--- config.mk ---
export PLATFORM = sky130hd
export DESIGN_NAME = l2cache_req_arbiter
export DESIGN_NICKNAME = d
export VERILOG_FILES = /design/src/rtl/l2cache_req_arbiter.sv
export SDC_FILE = /design/constraint.sdc
export NUM_CORES = 1
export LEC_CHECK = 0
export ABC_AREA = 1
export CORE_MARGIN = 3
export CORE_UTILIZATION = 44
export DETAILED_ROUTE_END_ITERATION = 10
export GPL_ROUTABILITY_DRIVEN = 0
export PLACE_DENSITY_LB_ADDON = 0.3
export SLEW_MARGIN = 15
export SYNTH_ARGS = -nofsm -noshare
export SYNTH_HDL_FRONTEND = slang
export SYNTH_SLANG_ARGS = --single-unit
--- constraint.sdc ---
create_clock -name clk -period 2.9 [get_ports clk]
set_input_delay 0.58 -clock clk [delete_from_list [all_inputs] [get_ports clk]]
set_output_delay 0.58 -clock clk [all_outputs]
set_load 0.01 [all_outputs]
--- src/rtl/l2cache_req_arbiter.sv ---
// Arbitrates the icache and dcache onto the single L2 request port.
// One transaction in flight; dcache has priority, bounded by a starvation counter.
module l2cache_req_arbiter #(
  parameter int addr_width   = 32,
  parameter int data_width   = 32,
  parameter int starve_limit = 4
) (
  input  logic                  clk,
  input  logic                  rst,
  input  logic                  icache_req,
  input  logic [addr_width-1:0] icache_addr,
  output logic                  icache_addrOK,
  output logic                  icache_dataOK,
  output logic [data_width-1:0] icache_rdata,
  input  logic                  dcache_req,
  input  logic                  dcache_we,
  input  logic                  dcache_SUC,
  input  logic [addr_width-1:0] dcache_addr,
  input  logic [data_width-1:0] dcache_wdata,
  input  logic [3:0]            dcache_wstrb,
  output logic                  dcache_addrOK,
  output logic                  dcache_dataOK,
  output logic [data_width-1:0] dcache_rdata,
  output logic [1:0]            arb_from,
  output logic [addr_width-1:0] arb_addr,
  output logic [data_width-1:0] arb_wdata,
  output logic [3:0]            arb_wstrb,
  output logic                  arb_SUC,
  input  logic                  l2_icache_addrOK,
  input  logic                  l2_icache_dataOK,
  input  logic                  l2_dcache_addrOK,
  input  logic                  l2_dcache_dataOK,
  input  logic [data_width-1:0] l2_rdata,
  output logic                  arb_err
);
  typedef enum logic [1:0] {IDLE, ISSUE, WAIT_D} state_t;

  localparam logic [3:0] LIMIT = 4'(starve_limit);

  state_t                state;
  logic [3:0]            starve_cnt;
  logic [1:0]            hold_from;
  logic [addr_width-1:0] hold_addr;
  logic [data_width-1:0] hold_wdata;
  logic [3:0]            hold_wstrb;
  logic                  hold_suc;

  logic i_win, d_win, i_side, acc, done, proto_err;

  // Grant is purely combinational so the winner sees addrOK in the request cycle.
  always_comb begin
    i_win = 1'b0;
    d_win = 1'b0;
    if (!rst && state == IDLE) begin
      i_win = icache_req && (!dcache_req || starve_cnt == LIMIT);
      d_win = dcache_req && !i_win;
    end
  end

  assign icache_addrOK = i_win;
  assign dcache_addrOK = d_win;

  assign i_side = (hold_from == 2'b01);
  assign acc    = (state == ISSUE)  && (i_side ? l2_icache_addrOK : l2_dcache_addrOK);
  assign done   = (state == WAIT_D) && (i_side ? l2_icache_dataOK : l2_dcache_dataOK);

  always_comb begin
    proto_err = 1'b0;
    case (state)
      IDLE:    proto_err = l2_icache_addrOK | l2_dcache_addrOK | l2_icache_dataOK | l2_dcache_dataOK;
      ISSUE:   proto_err = l2_icache_dataOK | l2_dcache_dataOK |
                           (i_side ? l2_dcache_addrOK : l2_icache_addrOK);
      WAIT_D:  proto_err = l2_icache_addrOK | l2_dcache_addrOK |
                           (i_side ? l2_dcache_dataOK : l2_icache_dataOK);
      default: proto_err = 1'b0;
    endcase
  end

  assign arb_from  = (state == ISSUE) ? hold_from : 2'b00;
  assign arb_addr  = hold_addr;
  assign arb_wdata = hold_wdata;
  assign arb_wstrb = hold_wstrb;
  assign arb_SUC   = hold_suc;

  always_ff @(posedge clk) begin
    if (rst) begin
      state         <= IDLE;
      starve_cnt    <= '0;
      hold_from     <= '0;
      hold_addr     <= '0;
      hold_wdata    <= '0;
      hold_wstrb    <= '0;
      hold_suc      <= 1'b0;
      icache_dataOK <= 1'b0;
      dcache_dataOK <= 1'b0;
      icache_rdata  <= '0;
      dcache_rdata  <= '0;
      arb_err       <= 1'b0;
    end else begin
      icache_dataOK <= 1'b0;
      dcache_dataOK <= 1'b0;
      if (proto_err) arb_err <= 1'b1;
      case (state)
        IDLE: if (i_win || d_win) begin
          hold_from  <= i_win ? 2'b01 : (dcache_we ? 2'b11 : 2'b10);
          hold_addr  <= i_win ? icache_addr : dcache_addr;
          hold_wdata <= i_win ? '0 : dcache_wdata;
          hold_wstrb <= i_win ? '0 : dcache_wstrb;
          hold_suc   <= i_win ? 1'b0 : dcache_SUC;
          if (i_win)
            starve_cnt <= '0;
          else if (icache_req && starve_cnt != LIMIT)
            starve_cnt <= starve_cnt + 4'd1;
          state <= ISSUE;
        end
        ISSUE: if (acc) begin
          // Writes have no data phase: complete as soon as L2 takes them.
          if (hold_from == 2'b11) begin
            dcache_dataOK <= 1'b1;
            state         <= IDLE;
          end else begin
            state <= WAIT_D;
          end
        end
        WAIT_D: if (done) begin
          if (i_side) begin
            icache_rdata  <= l2_rdata;
            icache_dataOK <= 1'b1;
          end else begin
            dcache_rdata  <= l2_rdata;
            dcache_dataOK <= 1'b1;
          end
          state <= IDLE;
        end
        default: state <= IDLE;
      endcase
    end
  end
endmodule
Word-level counts from Yosys, hierarchy flattened
Index checks and enable logic that the tools add are counted.

Bitwise operators: 9. Equality and inequality tests: 9. Reductions and logical operators: 19. Mux-type cells: 27. $add $sub $neg: 1.

Operators by type and width (count): 32-bit two-way mux (2); 1-bit two-way mux (13); 2-bit two-way mux (6); 4-bit two-way mux (3); 3-bit AND reduction (4); 1-bit logical AND (6); 1-bit OR (6); 2-bit case mux with 3 select lines (1); 4-bit by 1-bit adder with 4-bit output, second input constant (1); 2-bit by 1-bit equality test with 1-bit output, second input constant (2); 2-bit equality test, second input constant (2); 4-bit by 3-bit equality test with 1-bit output, second input constant (1); 2-bit != test, second input constant (2); 4-bit by 3-bit != test with 1-bit output, second input constant (1); 1-bit zero test (3); 1-bit inverter (3); 1-bit case mux with 3 select lines (1); 3-bit OR reduction (1); 2-bit zero test (1); 1-bit logical OR (2); 2-bit by 1-bit != test with 1-bit output, second input constant (1); 1-bit case mux with 2 select lines (1); 2-bit AND reduction (1); 2-bit nonzero test (1).

Logic and storage cells: 77. Output and inout port bits: 140. Bits of input ports: 142. Flip-flop bits (word level): 144.

Longest topological paths before layout
Depth in word-level cells: 9. Gate-level depth with buffers: 12. Mapped depth without buffers: 11.

Least setup slack after synthesis
No wires, ideal clock.

Path type: input -> output. Start: input port rst. End: output port dcache_addrOK. Cell stages on the path: 7. Data arrival time: 1.290 ns. Setup slack: 1.030 ns. Data required time: 2.320 ns. Buffers on the path: 2. Path through: buf_6 > clkinv_2 > nand2_2 > nor2_2 > inv_2 > a21oi_4 > buf_2.

Word-level cells in the longest chain between the ends: 3.

Ends and longest elaborated chain: start: declaration (RTL line 9) `input logic rst,`; 1-bit zero test (RTL line 54) `if (!rst && state == IDLE) begin`; 1-bit logical AND (RTL line 54); 1-bit two-way mux (RTL line 54); end: declaration (RTL line 21) `output logic dcache_addrOK,`.

Every way passes these cells.

Worst setup path in the final report
Start: register state[0]. End: output port icache_addrOK.

Word-level cells in the longest chain between the ends: 3.

Ends and longest elaborated chain: start: declaration (RTL line 40) `state_t state;`; start signal: assignment (RTL line 87) `state <= IDLE;`; start signal: assignment (RTL line 114) `state <= ISSUE;`; start signal: assignment (RTL line 120) `state <= IDLE;`; 2-bit zero test (RTL line 54); 1-bit logical AND (RTL line 54); 1-bit two-way mux (RTL line 54); end: declaration (RTL line 12) `output logic icache_addrOK,`.

Every way passes these cells.

==> metrics.yaml <==
run_status:
  status: "complete, no violations"
detailed_routing:
  dr.pass1.iters: 5
  ant_nets: 0
  first_iter_violations: 380
  route.detailed.drc: 0
  wirelength_um: 17100
  drt-vias-per-instance: 4.65
  wire_per_inst_um: 13.4
  vias: 5901
place:
  dp.cells: 1237
  place_ws_ns: 0.256
  dpl.hpwl_um: 11800
  io_buffers: 281
grt:
  grt_overflow: 0
  grt.total_usage_pct: 22.9
  grt_max_degree: 66
  grt_pass1_wl_um: 26600
  grt_pass1_vias: 5456
  antenna_found_initial: 0
critical_path:
  reg2reg_depth: 12
  cp_max_fo: 4
  end_kind: "output pin"
  r2r-start: "state[0]$_SDFFE_PP0P_"
  crit_path_frequent_cell: "inv_1"
  slowest_delay_ns: 0.56
  crit_chain: "inv_1, ha_1, inv_1, nor2_2, nand3_2, inv_2, clkdlybuf4s50_1"
  path_class: "register to output pin"
  r2r_end: "starve_cnt[2]$_SDFFE_PP0P_"
  critical_path.startpoint_type: "register"
  crit_path_top_delay_cell: "clkdlybuf4s50_1"
  worstPathArrival_ns: 2.09
  cp.required_ns: 2.32
  ff2ff_setup_slack_ns: 0.90
clock_tree:
  cts_root_buffer: "clkbuf_16"
  cts_tree: "yes"
  cts_htree_levels: 4
  cts_setup_buffers: 0
  cts_buffers: 17
  ctsHoldBuffers: 0
  cts.repair.resized: 0
  clkSinkCount: 144
  clkTransAtPathRegs_ns: 0.06
  cts_max_path_buffers: 2
  clk-insertion-delay-late_ns: 0.42
timing:
  fmax_ghz: 0.374
  postLayoutSetupSlackWorst_ns: 0.225
  finalHoldViolations: 0
  slew_violations: 0
  period_needed_ns: 2.67
  max-slew-margin-rel_pct: 54.8
  grt_setup_unrepaired: "false"
  period_share_pct: 92.2
  tightestPinTransition_ns: 0.679
  setup_violations: 0
  setup_tns_ns: 0
  skew_ns: 0.00749
finish:
  final_cells: 1269
  utilization_pct: 72.6
  diodes: 0
  fillers: 1056
  drive_above_1_share_pct: 5.10
  layout.nets: 1233
  area_growth_pct: 59.3
pwr:
  combPwrFrac_pct: 25.6
  seq_power_share_pct: 38.1
  ir_drop_uv: 343
  internal-power_uw: 4340
  swShare_pct: 28.2
  leakage_uw: 0.00371
  pwr-share-clk_pct: 36.4
  switchingPower_uw: 1710
  p_per_area_nw_per_um2: 650
synthesis:
  synth.yosys.seq_area_share_pct: 49.3
  synth_cell_types: 23
  syn-num-nets: 972
  ys_ff_latch: 144
  syn-cell-area_um2: 5840
  ys_warn_count: 0
  netlist_instances: 823
  syn_avg_cell_area_um2: 7.10
min_path:
  min-delay-start: "icache_rdata[31]$_SDFFE_PP0P_"
  min_path_type: "register to register"
  worst_hold_path.endpoint: "icache_rdata[31]$_SDFFE_PP0P_"
  min_path_cells: 2
floorplanning:
  io_pins: 282
  start_util_pct: 45.6
  coreArea_um2: 12800
  die_y_um: 121
  die_w_um: 121
  rows: 41
  die_area_um2: 14700
run:
  max_cap_violations: 0
==> per-layer routing <==
metal	routed length [um]	vias up	share of wire, %	global-route usage [%]
met4	446	0	2.6	8.33
li1	-	3083	-	-
met2	8170	219	48	38.9
met3	1660	35	9.7	10.2
met5	0	-	0	0
met1	6770	2564	40	25.2
==> cell usage in the layout, fill, tap and decap left out <==
cell,n
a21boi_0,1
bufinv_16,3
ha_1,7
clkinv_2,7
o21ai_2,1
clkdlybuf4s50_1,280
buf_12,1
nand2_1,261
buf_4,10
nand3_1,44
o21ai_0,33
clkbuf_8,2
nand4_1,1
inv_1,81
a21oi_4,1
nor2_1,76
inv_2,5
inv_6,1
nor2_2,2
dfxtp_1,144
clkinvlp_4,1
o21ai_1,2
nand3_2,3
clkbuf_16,17
a21oi_1,109
clkbuf_1,2
nand2_2,2
==> Yosys cell counts <==
| cell type | number | area share [%] |
|---|---|---|
| a21boi_0 | 1 | 0.13 |
| buf_2 | 13 | 1.1 |
| buf_1 | 2 | 0.13 |
| o21ai_1 | 2 | 0.17 |
| nor2_2 | 2 | 0.21 |
| a21oi_1 | 109 | 9.3 |
| ha_1 | 7 | 1.5 |
| clkbuf_1 | 24 | 1.5 |
| nor2_1 | 76 | 4.9 |
| o21ai_2 | 1 | 0.15 |
| nand2_2 | 2 | 0.21 |
| nand4_1 | 1 | 0.11 |
| clkinv_2 | 1 | 0.086 |
| nand3_2 | 2 | 0.34 |
| dfxtp_1 | 144 | 49 |
| buf_4 | 7 | 0.90 |
| buf_6 | 3 | 0.58 |
| nand2_1 | 261 | 17 |
| nand3_1 | 45 | 3.9 |
| inv_1 | 82 | 5.3 |
| inv_2 | 4 | 0.26 |
| o21ai_0 | 33 | 2.8 |
| a21oi_4 | 1 | 0.28 |
==> power groups by stage <==
| stage | Sequential, uW | Combinational, uW | Clock [uW] |
|---|---|---|---|
| after detailed placement | 2340 | 1550 | 0 |
| after global placement | 2330 | 1530 | 0 |
| after CTS | 2300 | 1560 | 2230 |
| after global routing | 2330 | 1710 | 2320 |
| final | 2300 | 1550 | 2200 |
| after floorplan | 2430 | 722 | 0 |
==> worst max-delay path by stage <==
stage | cells past startpoint | slack (ns) | from | end
after floorplan | 7 | 1.03 | rst | dcache_addrOK
after global placement | 6 | 0.28 | dcache_req | dcache_addrOK
after detailed placement | 6 | 0.26 | dcache_req | dcache_addrOK
after CTS | 7 | 0.18 | state[0]$_SDFFE_PP0P_ | icache_addrOK
after global routing | 7 | 0.06 | state[0]$_SDFFE_PP0P_ | icache_addrOK
final | 7 | 0.23 | state[0]$_SDFFE_PP0P_ | icache_addrOK
==> kinds of logic after synthesis <==
family	after synthesis	synth area share [%]
DFF	144	49.3
AOI/OAI and AO/OA	147	12.9
buffers and inverters	136	9.87
and+or+nand+nor	389	26.4
adders and majority gates	7	1.50
==> worst max-delay path, delay by kind of cell, from the launching register on <==
kind                       cells  cell delay, ns
and+or+nand+nor                2            0.27
adders and majority gates      1            0.25
buffers and inverters          4            0.82
DFF                            1            0.32
==> cell type report <==
cell class              instances  area, um2  area share [%]
flip-flops and latches        144       2880            31.0
multi-input cells             543       2390            25.6
clock buffers                  21        460            4.95
inverters                      87        328            3.52
well taps                     172        215            2.31
repair buffers                291       2900            31.1
clock inverters                11        136            1.47
==> sequential cells by signal, indices dropped and copies added, names as in the netlist <==
register and flops:
arb_SUC 1, arb_addr 32, arb_err 1, arb_wdata 32
arb_wstrb 4, dcache_dataOK 1, dcache_rdata 32, hold_from 2
icache_dataOK 1, icache_rdata 32, starve_cnt 4, state 2
==> through the flow <==
step | hold slack [ns] | area (um2) | power [uW]
final | 0.442 | 9310 | 6050
after floorplan | 0.467 | 5840 | 3150
after detailed placement | 0.435 | 8710 | 3890
after global placement | 0.430 | 8710 | 3860
after global routing | 0.462 | 9310 | 6360
after CTS | 0.444 | 9310 | 6100
Note: power is estimated with default switching activity, not from simulation.
